### src/rtl/alu_mc_if.sv
// alu_mc_if: request/response bundle between the EX-stage operand muxes and alu_mc.
// The slave modport is the ALU side; the master modport is the pipeline (or bench) side.
interface alu_mc_if #(
  parameter int XLEN = 32
);
  logic            in_valid_i;
  logic            in_ready_o;
  logic [1:0]      ctrl_aluop_i;
  logic [3:0]      funct_i;
  logic [XLEN-1:0] a_i;
  logic [XLEN-1:0] b_i;
  logic            out_valid_o;
  logic            out_ready_i;
  logic [XLEN-1:0] result_o;
  logic            zero_o;
  logic            illegal_o;
  logic            busy_o;

  modport slave (
    input  in_valid_i, ctrl_aluop_i, funct_i, a_i, b_i, out_ready_i,
    output in_ready_o, out_valid_o, result_o, zero_o, illegal_o, busy_o
  );

  modport master (
    output in_valid_i, ctrl_aluop_i, funct_i, a_i, b_i, out_ready_i,
    input  in_ready_o, out_valid_o, result_o, zero_o, illegal_o, busy_o
  );
endinterface

### src/rtl/alu_mc.sv
// alu_mc: EX-stage RV32I ALU plus M-extension MUL; single-cycle ops 1 edge, MUL XLEN+1 edges (shift-add).
// Output register holds until out_ready_i; in_ready_o low while multiplying or while a result is stuck.
// Optional macro ALU_MUL_EARLY_EN: MUL finishes as soon as the remaining multiplier is zero.
module alu_mc #(
  parameter int XLEN = 32,
  parameter int SHW  = $clog2(XLEN)
) (
  input logic     clk_i,
  input logic     rst_i,
  alu_mc_if.slave bus
);

  typedef enum logic [3:0] {
    OP_ADD, OP_SUB, OP_SLL, OP_SLT, OP_SLTU, OP_XOR,
    OP_SRL, OP_SRA, OP_OR, OP_AND, OP_MUL, OP_ILL
  } op_e;

  typedef enum logic {S_IDLE, S_MUL} state_e;

  typedef struct packed {
    logic [XLEN-1:0] result;
    logic            zero;
    logic            illegal;
  } out_t;

  localparam logic [SHW-1:0] CNT_LAST = SHW'(XLEN - 1);

  state_e          state_q;
  out_t            out_q;
  logic            out_valid_q;
  logic            busy_q;
  logic [SHW-1:0]  cnt_q;
  logic [XLEN-1:0] mcand_q;
  logic [XLEN-1:0] mplier_q;
  logic [XLEN-1:0] acc_q;

  op_e             dec_op;
  logic [XLEN-1:0] alu_res;
  logic [SHW-1:0]  shamt;
  logic            in_ready;
  logic            accept;
  logic [XLEN-1:0] acc_d;
  logic [XLEN-1:0] mplier_d;
  logic            mul_done;

  always_comb begin
    dec_op = OP_ILL;
    case (bus.ctrl_aluop_i)
      2'b00: dec_op = OP_ADD;
      2'b01: dec_op = OP_SUB;
      2'b10: begin
        case (bus.funct_i)
          4'b0000: dec_op = OP_ADD;
          4'b1000: dec_op = OP_SUB;
          4'b0001: dec_op = OP_SLL;
          4'b0010: dec_op = OP_SLT;
          4'b0011: dec_op = OP_SLTU;
          4'b0100: dec_op = OP_XOR;
          4'b0101: dec_op = OP_SRL;
          4'b1101: dec_op = OP_SRA;
          4'b0110: dec_op = OP_OR;
          4'b0111: dec_op = OP_AND;
          default: dec_op = OP_ILL;
        endcase
      end
      default: dec_op = (bus.funct_i[2:0] == 3'b000) ? OP_MUL : OP_ILL;
    endcase
  end

  assign shamt = bus.b_i[SHW-1:0];

  // Illegal and MUL decode to zero here; MUL results come from the accumulator path.
  always_comb begin
    alu_res = '0;
    case (dec_op)
      OP_ADD:  alu_res = bus.a_i + bus.b_i;
      OP_SUB:  alu_res = bus.a_i - bus.b_i;
      OP_SLL:  alu_res = bus.a_i << shamt;
      OP_SLT:  alu_res = {{(XLEN-1){1'b0}}, ($signed(bus.a_i) < $signed(bus.b_i))};
      OP_SLTU: alu_res = {{(XLEN-1){1'b0}}, (bus.a_i < bus.b_i)};
      OP_XOR:  alu_res = bus.a_i ^ bus.b_i;
      OP_SRL:  alu_res = bus.a_i >> shamt;
      OP_SRA:  alu_res = XLEN'($signed(bus.a_i) >>> shamt);
      OP_OR:   alu_res = bus.a_i | bus.b_i;
      OP_AND:  alu_res = bus.a_i & bus.b_i;
      default: alu_res = '0;
    endcase
  end

  assign in_ready = (state_q == S_IDLE) && (!out_valid_q || bus.out_ready_i);
  assign accept   = bus.in_valid_i && in_ready;

  assign acc_d    = mplier_q[0] ? (acc_q + mcand_q) : acc_q;
  assign mplier_d = mplier_q >> 1;

`ifdef ALU_MUL_EARLY_EN
  assign mul_done = (cnt_q == CNT_LAST) || (mplier_d == '0);
`else
  assign mul_done = (cnt_q == CNT_LAST);
`endif

  always_ff @(posedge clk_i) begin
    if (rst_i) begin
      state_q     <= S_IDLE;
      out_q       <= '{result: '0, zero: 1'b1, illegal: 1'b0};
      out_valid_q <= 1'b0;
      busy_q      <= 1'b0;
      cnt_q       <= '0;
      mcand_q     <= '0;
      mplier_q    <= '0;
      acc_q       <= '0;
    end else begin
      case (state_q)
        S_IDLE: begin
          if (accept) begin
            if (dec_op == OP_MUL) begin
              state_q     <= S_MUL;
              mcand_q     <= bus.a_i;
              mplier_q    <= bus.b_i;
              acc_q       <= '0;
              cnt_q       <= '0;
              busy_q      <= 1'b1;
              out_valid_q <= 1'b0;
            end else begin
              out_q       <= '{result: alu_res, zero: (alu_res == '0),
                               illegal: (dec_op == OP_ILL)};
              out_valid_q <= 1'b1;
            end
          end else if (bus.out_ready_i) begin
            out_valid_q <= 1'b0;
          end
        end
        default: begin
          // A result left over from before the multiply may still be draining.
          if (bus.out_ready_i) begin
            out_valid_q <= 1'b0;
          end
          acc_q    <= acc_d;
          mcand_q  <= mcand_q << 1;
          mplier_q <= mplier_d;
          cnt_q    <= cnt_q + 1'b1;
          if (mul_done) begin
            out_q       <= '{result: acc_d, zero: (acc_d == '0), illegal: 1'b0};
            out_valid_q <= 1'b1;
            busy_q      <= 1'b0;
            state_q     <= S_IDLE;
          end
        end
      endcase
    end
  end

  assign bus.in_ready_o  = in_ready;
  assign bus.out_valid_o = out_valid_q;
  assign bus.result_o    = out_q.result;
  assign bus.zero_o      = out_q.zero;
  assign bus.illegal_o   = out_q.illegal;
  assign bus.busy_o      = busy_q;

  a_out_hold: assert property (@(posedge clk_i) disable iff (rst_i)
    (out_valid_q && !bus.out_ready_i) |=> (out_valid_q && $stable(out_q)));

  a_mul_no_accept: assert property (@(posedge clk_i) disable iff (rst_i)
    (state_q == S_MUL) |-> !in_ready);

  a_busy_matches_state: assert property (@(posedge clk_i) disable iff (rst_i)
    busy_q == (state_q == S_MUL));

endmodule

### src/flat_wrapper.sv
// flat-port wrapper written by rule: the top's interface ports become plain ports
module alu_mc_flat 
#(
  parameter int XLEN = 32,
  parameter int SHW  = $clog2(XLEN)
)
  (clk_i, rst_i, bus_in_valid_i, bus_ctrl_aluop_i, bus_funct_i, bus_a_i, bus_b_i, bus_out_ready_i, bus_in_ready_o, bus_out_valid_o, bus_result_o, bus_zero_o, bus_illegal_o, bus_busy_o);
  alu_mc_if #(.XLEN(XLEN)) bus_i ();
  input logic clk_i;
  input logic rst_i;
  input wire logic [$bits(bus_i.in_valid_i)-1:0] bus_in_valid_i;
  input wire logic [$bits(bus_i.ctrl_aluop_i)-1:0] bus_ctrl_aluop_i;
  input wire logic [$bits(bus_i.funct_i)-1:0] bus_funct_i;
  input wire logic [$bits(bus_i.a_i)-1:0] bus_a_i;
  input wire logic [$bits(bus_i.b_i)-1:0] bus_b_i;
  input wire logic [$bits(bus_i.out_ready_i)-1:0] bus_out_ready_i;
  output wire logic [$bits(bus_i.in_ready_o)-1:0] bus_in_ready_o;
  output wire logic [$bits(bus_i.out_valid_o)-1:0] bus_out_valid_o;
  output wire logic [$bits(bus_i.result_o)-1:0] bus_result_o;
  output wire logic [$bits(bus_i.zero_o)-1:0] bus_zero_o;
  output wire logic [$bits(bus_i.illegal_o)-1:0] bus_illegal_o;
  output wire logic [$bits(bus_i.busy_o)-1:0] bus_busy_o;
  assign bus_i.in_valid_i = bus_in_valid_i;
  assign bus_i.ctrl_aluop_i = bus_ctrl_aluop_i;
  assign bus_i.funct_i = bus_funct_i;
  assign bus_i.a_i = bus_a_i;
  assign bus_i.b_i = bus_b_i;
  assign bus_i.out_ready_i = bus_out_ready_i;
  assign bus_in_ready_o = bus_i.in_ready_o;
  assign bus_out_valid_o = bus_i.out_valid_o;
  assign bus_result_o = bus_i.result_o;
  assign bus_zero_o = bus_i.zero_o;
  assign bus_illegal_o = bus_i.illegal_o;
  assign bus_busy_o = bus_i.busy_o;
  alu_mc #(.XLEN(XLEN), .SHW(SHW)) u_core (.clk_i(clk_i), .rst_i(rst_i), .bus(bus_i));
endmodule
### config.mk
export PLATFORM = sky130hd
export DESIGN_NAME = alu_mc_flat
export DESIGN_NICKNAME = d
export VERILOG_FILES = /design/src/rtl/alu_mc_if.sv /design/src/rtl/alu_mc.sv /design/src/flat_wrapper.sv
export SDC_FILE = /design/constraint.sdc
export NUM_CORES = 1
export LEC_CHECK = 0
export CELL_PAD_IN_SITES_DETAIL_PLACEMENT = 2
export CELL_PAD_IN_SITES_GLOBAL_PLACEMENT = 2
export CORE_MARGIN = 10
export CORE_UTILIZATION = 35
export DETAILED_ROUTE_END_ITERATION = 8
export GPL_ROUTABILITY_DRIVEN = 0
export PLACE_DENSITY_LB_ADDON = 0.15
export SYNTH_ARGS = -nofsm -noshare
export SYNTH_HDL_FRONTEND = slang
export SYNTH_SLANG_ARGS = --single-unit
### constraint.sdc
create_clock -name clk_i -period 5.2 [get_ports clk_i]
set_input_delay 1.04 -clock clk_i [delete_from_list [all_inputs] [get_ports clk_i]]
set_output_delay 1.04 -clock clk_i [all_outputs]
set_load 0.01 [all_outputs]
== Word level (Yosys, flattened, before mapping) ==
Memories as Yosys holds them, arrays and structs flattened.
Index checks and enable logic that the tools add are counted.

* Input bits: 74
* Memory bits (read-only): 64
* Word-level logic and storage cells: 91
* Memories kept: 1
* Output and inout bits: 37
* Register bits after elaboration: 138

{| class="wikitable"
|+ Memory list
! memory !! depth !! width !! read ports !! clocked after Yosys merged registers in !! wr ports !! line !! text
|-
| (name not given) || 16 || 4 || 1 || 0 || 0 || alu_mc.sv:52 || <nowiki>case (bus.funct_i)</nowiki>
|}

* Equal/unequal tests: 16
* Bitwise logic cells: 4
* $add $sub $neg: 4
* Reductions and logical operators: 16
* Multiplexer cells: 33
* Shift-type cells: 3
* Order comparisons: 2

{| class="wikitable"
|+ Operators with widths
! cell !! count
|-
| one-hot mux 32 bit (10 select lines) || 1
|-
| two-way mux 32 bit || 7
|-
| two-way mux 34 bit || 4
|-
| two-way mux 31 bit || 3
|-
| adder 32 bit || 2
|-
| logical NOT 32 bit || 2
|-
| < comparator 32 bit || 2
|-
| bitwise AND 32 bit || 1
|-
| bitwise OR 32 bit || 1
|-
| << shifter 32 x 5 -> 32 bit || 1
|-
| >> shifter 32 x 5 -> 32 bit || 1
|-
| >>> shifter 32 x 5 -> 32 bit || 1
|-
| subtractor 32 bit || 1
|-
| bitwise XOR 32 bit || 1
|-
| == test 4 x 3 -> 1 bit, second input constant || 4
|-
| == test 4 bit, second input constant || 4
|-
| two-way mux 5 bit || 3
|-
| two-way mux 1 bit || 14
|-
| one-hot mux 4 bit (3 select lines) || 1
|-
| == test 4 x 2 -> 1 bit, second input constant || 2
|-
| AND reduction 3 bit || 2
|-
| adder 5 x 1 -> 5 bit, second input constant || 1
|-
| == test 5 bit, second input constant || 1
|-
| == test 4 x 1 -> 1 bit, second input constant || 1
|-
| 14 further kinds || 17
|}

== Longest topological paths before layout ==
* Depth after elaboration: 9
* Depth in mapped cells: 19
* Depth with buffers taken out: 17

== Worst setup path before layout ==
OpenSTA, ideal clock, no wires.

* Kind: in2reg
* Start point: input bus_b_i[3]
* End point: register u_core.out_q (netlist bit u_core.bus.zero_o)
* Cell stages on the path: 19
* Data required time: 5.121 ns
* Data arrival time: 4.760 ns
* Path buffers: 4
* Path slack: 0.361 ns
* Library setup time: 0.079 ns
* Cell sequence: clkbuf_1 -> inv_1 -> buf_2 -> buf_4 -> buf_4 -> ha_1 -> inv_1 -> o211ai_1 -> a21oi_1 -> a41oi_2 -> o21a_1 -> nor2_1 -> o22ai_1 -> a211o_1 -> a211o_1 -> or4_1 -> nor3_1 -> nand4_1 -> o211ai_1

* Cells in the longest elaborated chain, start to end: 6
* Elaborated cells between the ends (all ways): 15
* Classes of those cells: add/sub: 2; order compare: 2; shift: 3; mux: 4; bitwise: 3; reduce/logical: 1

{| class="wikitable"
|+ RTL lines
! element !! line !! text
|-
| from (decl) || flat_wrapper.sv:15 || <nowiki>input wire logic [$bits(bus_i.b_i)-1:0] bus_b_i;</nowiki>
|-
| subtractor 32 bit (tied with other cells) || alu_mc.sv:77 || <nowiki>OP_SUB: alu_res = bus.a_i - bus.b_i;</nowiki>
|-
| one-hot mux 32 bit (10 select lines) * || alu_mc.sv:75 || <nowiki>case (dec_op)</nowiki>
|-
| logical NOT 32 bit * || alu_mc.sv:125 || <nowiki>out_q <= '{result: alu_res, zero: (alu_res == '0),</nowiki>
|-
| two-way mux 34 bit * || alu_mc.sv:116 || <nowiki>if (dec_op == OP_MUL) begin</nowiki>
|-
| two-way mux 34 bit * || alu_mc.sv:115 || <nowiki>if (accept) begin</nowiki>
|-
| two-way mux 34 bit * || alu_mc.sv:113 || <nowiki>case (state_q)</nowiki>
|-
| to (signal assigned) || alu_mc.sv:105 || <nowiki>out_q <= '{result: '0, zero: 1'b1, illegal: 1'b0};</nowiki>
|-
| to (signal assigned) || alu_mc.sv:125 ||
|-
| to (signal assigned) || alu_mc.sv:143 || <nowiki>out_q <= '{result: acc_d, zero: (acc_d == '0), illegal: 1'b0};</nowiki>
|-
| to (decl) || alu_mc.sv:29 || <nowiki>out_t out_q;</nowiki>
|}

Every way passes the cells marked *; elsewhere a longest branch is shown, timed or not. The select of a mux whose other input is x is not followed.
A chain may end at the register's enable or synchronous reset.

== Final worst setup path ==
* Start point: input bus_a_i[6]
* End point: register u_core.out_q (netlist bit u_core.bus.zero_o)

* Cells in the longest elaborated chain, start to end: 6
* Elaborated cells between the ends (all ways): 15
* Classes of those cells: add/sub: 2; order compare: 2; shift: 3; mux: 4; bitwise: 3; reduce/logical: 1

{| class="wikitable"
|+ RTL lines
! element !! line !! text
|-
| from (decl) || flat_wrapper.sv:14 || <nowiki>input wire logic [$bits(bus_i.a_i)-1:0] bus_a_i;</nowiki>
|-
| subtractor 32 bit (tied with other cells) || alu_mc.sv:77 ||
|-
| one-hot mux 32 bit (10 select lines) * || alu_mc.sv:75 ||
|-
| logical NOT 32 bit * || alu_mc.sv:125 ||
|-
| two-way mux 34 bit * || alu_mc.sv:116 ||
|-
| two-way mux 34 bit * || alu_mc.sv:115 ||
|-
| two-way mux 34 bit * || alu_mc.sv:113 ||
|}

Marked as above.

==> flow_metrics.tcl <==
set metrics [dict create \
    leakage_nw 8.90 \
    floorplan.die.height_um 242 \
    synthMostInstantiatedCell "sky130_fd_sc_hd__nand2_1" \
    antenna_violating_nets_post_route 0 \
    timing.critical_path.to_type "flip-flop" \
    timing.critical_path.fanout_max 9 \
    setup.worst_path.start_class "input port" \
    area_growth_pct 24.4 \
    dieWidth_um 242 \
    period_needed_ps 5100 \
    floorplan.core_area_sq_um 48800 \
    max_clock_freq_mhz 196 \
    antenna_found_initial 5 \
    synth_largest_area_cell "sky130_fd_sc_hd__dfxtp_1" \
    cts.clk_slew.worst_paths_ps 70 \
    critical_path_required_ps 5610 \
    timing.final.hold_violations 0 \
    compound_gate_portion_of_the_synthesized_area_pct 31.0 \
    post_route_cells_drive_above_1_share_pct 18.6 \
    ys_top_cells_by_count "sky130_fd_sc_hd__nand2_1 (306), sky130_fd_sc_hd__a21oi_1 (278), sky130_fd_sc_hd__nor2_1 (212)" \
    ctsLongestPathBuffers 2 \
    syn_inst 2336 \
    setup_repair_after_global_routing_missed_its_margin "false" \
    sequential_fraction_of_the_synthesis_area_pct 16.0 \
    synthSimpleGateAreaFrac_pct 21.2 \
    timing_worst_setup_path_type "input port to flip-flop" \
    run_status "complete, no violations" \
    cp_data_arrival_time_ps 5510 \
    cts_made_buffers 17 \
    cts_tree "done" \
    synth.top_cell.area_share_pct 16.0 \
    numPortBuffers 110 \
    synth_edf_count 0 \
    count_of_clock_tree_sinks 138 \
    finish.cell_count_without_fillers 3275 \
    rows 81 \
    die_area_sq_um 58600 \
    routed-via-count 21300 \
    most_used_flip_flop_cell_after_synthesis "sky130_fd_sc_hd__dfxtp_1" \
    timing.clock.skew_ps 12.8 \
    place_area_sq_um 20900 \
    drt_wl_total_um 98600 \
    period_share_pct 98.1 \
    power_density_nw_per_um2 195 \
    nNetsFinal 2814 \
    total_congestion_overflow_after_global_routing 0 \
    timing_max_transition_violations_final 0 \
    setup_viol_count_final 0 \
    clock-root-buffer "sky130_fd_sc_hd__clkbuf_16" \
    fraction_of_registers_with_async_set_or_reset_after_synthesis_pct 0 \
    worst-slew-pin-transition_ps 1230 \
    via_per_inst 6.50 \
    drv_cap 0 \
    xor_and_xnor_area_share_after_synthesis_pct 2.03 \
    synth.area.top_cells "sky130_fd_sc_hd__dfxtp_1 (16%), sky130_fd_sc_hd__ha_1 (10%), sky130_fd_sc_hd__a21oi_1 (8.1%), sky130_fd_sc_hd__nand2_1 (6.7%), sky130_fd_sc_hd__mux4_2 (5.6%)" \
    drt_iter0_markers 2326 \
    yosys.area_share.adder_pct 10.3 \
    worst_ir_drop_vdd_v 0.000215 \
    dr.pass1.iters 6 \
    postSynthRegisterBits 138 \
    max-slew-margin-rel_pct 16.7 \
    synth.net_count 2551 \
    area_of_all_placed_cells_without_fillers_sq_um 21500 \
    synth.cell_area_sq_um 17300 \
    cts.htree.levels 4 \
    clock_latency_ps 490 \
    syn_avg_cell_area_sq_um 7.39 \
    grt_pass1_wl_um 147000 \
    hp-class "flip-flop to flip-flop" \
    drc 0 \
    yosys_warnings 0 \
    hpwl_um 78700 \
    initial_core_util_pct 35.3 \
    synth_cell_types 99 \
    wire_per_inst_um 30.1 \
    floorplan.io_pins 111 \
    placed_cells 3242 \
    grt_util_all_layers_pct 32.6 \
    grt_pass1_vias 22300 \
    grt_start_max_net_pins 146 \
    synth.area.mux_share_pct 12.1 \
    synth_top_family_by_area "compound AO/OA/AOI/OAI gates" \
]
## critical path, stage by stage
cell	delay (ps)
sky130_fd_sc_hd__clkdlybuf4s50_1	650
sky130_fd_sc_hd__inv_1	130
sky130_fd_sc_hd__ha_1	320
sky130_fd_sc_hd__buf_4	180
sky130_fd_sc_hd__a211oi_1	310
sky130_fd_sc_hd__buf_4	170
sky130_fd_sc_hd__o211ai_1	120
sky130_fd_sc_hd__and3_1	230
sky130_fd_sc_hd__o311ai_0	460
sky130_fd_sc_hd__buf_4	200
sky130_fd_sc_hd__nand2_1	100
sky130_fd_sc_hd__a221o_1	360
sky130_fd_sc_hd__a21oi_1	460
sky130_fd_sc_hd__nand4_1	290
sky130_fd_sc_hd__nor3_1	250
sky130_fd_sc_hd__nand4_1	120
sky130_fd_sc_hd__o211ai_1	100
## flip-flops by register name (all words and copies together), names as in the netlist, 5 cells and up
register and flops:
u_core.mcand_q 32, u_core.bus.result_o 32, u_core.acc_q 32, u_core.cnt_q 5
u_core.mplier_q 32
## stage by stage
step           TNS (ps)  hold WS (ps)  power [mW]  util (%)  setup slack, ps
2_1_floorplan         0           444        2.00         -              361
3_3_place_gp      -1310           439        2.87      42.7             -607
3_5_place_dp      -2470           451        2.93      42.7             -828
4_1_cts               0           461        4.15      43.9             9.32
5_1_grt               0           476        4.35      44.0             12.4
6_report              0           457        4.19      44.0             99.1
## cell families (layout without fill, tap and decap cells)
family                     after synthesis  in the layout
other                                    0              1
DFF                                    138            138
xor gates and xnor gates                40             40
AOI/OAI and AO/OA                      799            799
and+or+nand+nor                        793            793
buffers and inverters                  287            561
adders and majority gates              141            141
muxes                                  138            138
## cell type report
type                       instances  area [sq um]
multi-input combinational       1911         13300
sequential                       138          2770
inverter                         105           394
fill                            5703         27400
clock buffer                      21           492
clock inverter                     9          63.8
timing repair buffer             426          3620
tap                              664           831
antenna                            1          2.50
## layer usage
metal	part of all wire (%)	up-vias	routed length, um	global-route usage, %
met4	5.3	4	5200	16.2
met2	43	1092	42400	49.4
met5	0.021	-	21	0
met1	42	10700	41300	42.2
li1	-	9180	-	-
met3	9.7	275	9610	8.29
## where the power goes
| group | total, mW | switching [mW] | internal, mW |
|---|---|---|---|
| Clock | 1.20 | 0.532 | 0.670 |
| Combinational | 1.88 | 1.14 | 0.742 |
| Sequential | 1.11 | 0.0256 | 1.09 |
| Total | 4.19 | 1.69 | 2.50 |
## worst paths after layout
| check | slack [ps] | cells past startpoint | end | from |
|---|---|---|---|---|
| max | 100 | 17 | u_core.bus.zero_o$_SDFFE_PP1P_ | bus_a_i[6] |
| min | 460 | 2 | u_core.bus.result_o[4]$_SDFFE_PP0P_ | u_core.bus.result_o[4]$_SDFFE_PP0P_ |
| max reg2reg | 370 | 14 | u_core.bus.zero_o$_SDFFE_PP1P_ | u_core.mcand_q[0]$_SDFFE_PP0P_ |
| min reg2reg | 460 | 2 | u_core.bus.result_o[4]$_SDFFE_PP0P_ | u_core.bus.result_o[4]$_SDFFE_PP0P_ |
## placed cells by master (no fill, tap or decap), types with 24 or more instances in the layout
| cell | instances |
|---|---|
| sky130_fd_sc_hd__mux2i_1 | 55 |
| sky130_fd_sc_hd__mux2_2 | 32 |
| sky130_fd_sc_hd__dfxtp_1 | 136 |
| sky130_fd_sc_hd__a22oi_1 | 43 |
| sky130_fd_sc_hd__nand2b_1 | 24 |
| sky130_fd_sc_hd__nor3_1 | 40 |
| sky130_fd_sc_hd__o21ai_0 | 96 |
| sky130_fd_sc_hd__ha_1 | 138 |
| sky130_fd_sc_hd__inv_1 | 103 |
| sky130_fd_sc_hd__a21oi_1 | 277 |
| sky130_fd_sc_hd__nor2_1 | 210 |
| sky130_fd_sc_hd__mux4_2 | 43 |
| sky130_fd_sc_hd__clkdlybuf4s50_1 | 104 |
| sky130_fd_sc_hd__xnor2_1 | 24 |
| sky130_fd_sc_hd__a211oi_1 | 31 |
| sky130_fd_sc_hd__nand2_1 | 306 |
| sky130_fd_sc_hd__buf_4 | 304 |
| sky130_fd_sc_hd__nand3_1 | 38 |
| sky130_fd_sc_hd__a31oi_1 | 28 |
| sky130_fd_sc_hd__a21o_1 | 32 |
| sky130_fd_sc_hd__nand4_1 | 28 |
| sky130_fd_sc_hd__o211ai_1 | 40 |
## timing repair
action                     in CTS  in global routing
gates resized for setup         3                  7
hold buffers                    0                  0
pin swaps                       0                  2
setup endpoints to repair       2                  3
setup buffers                   0                  2
Note: power is estimated with default switching activity, not from simulation.
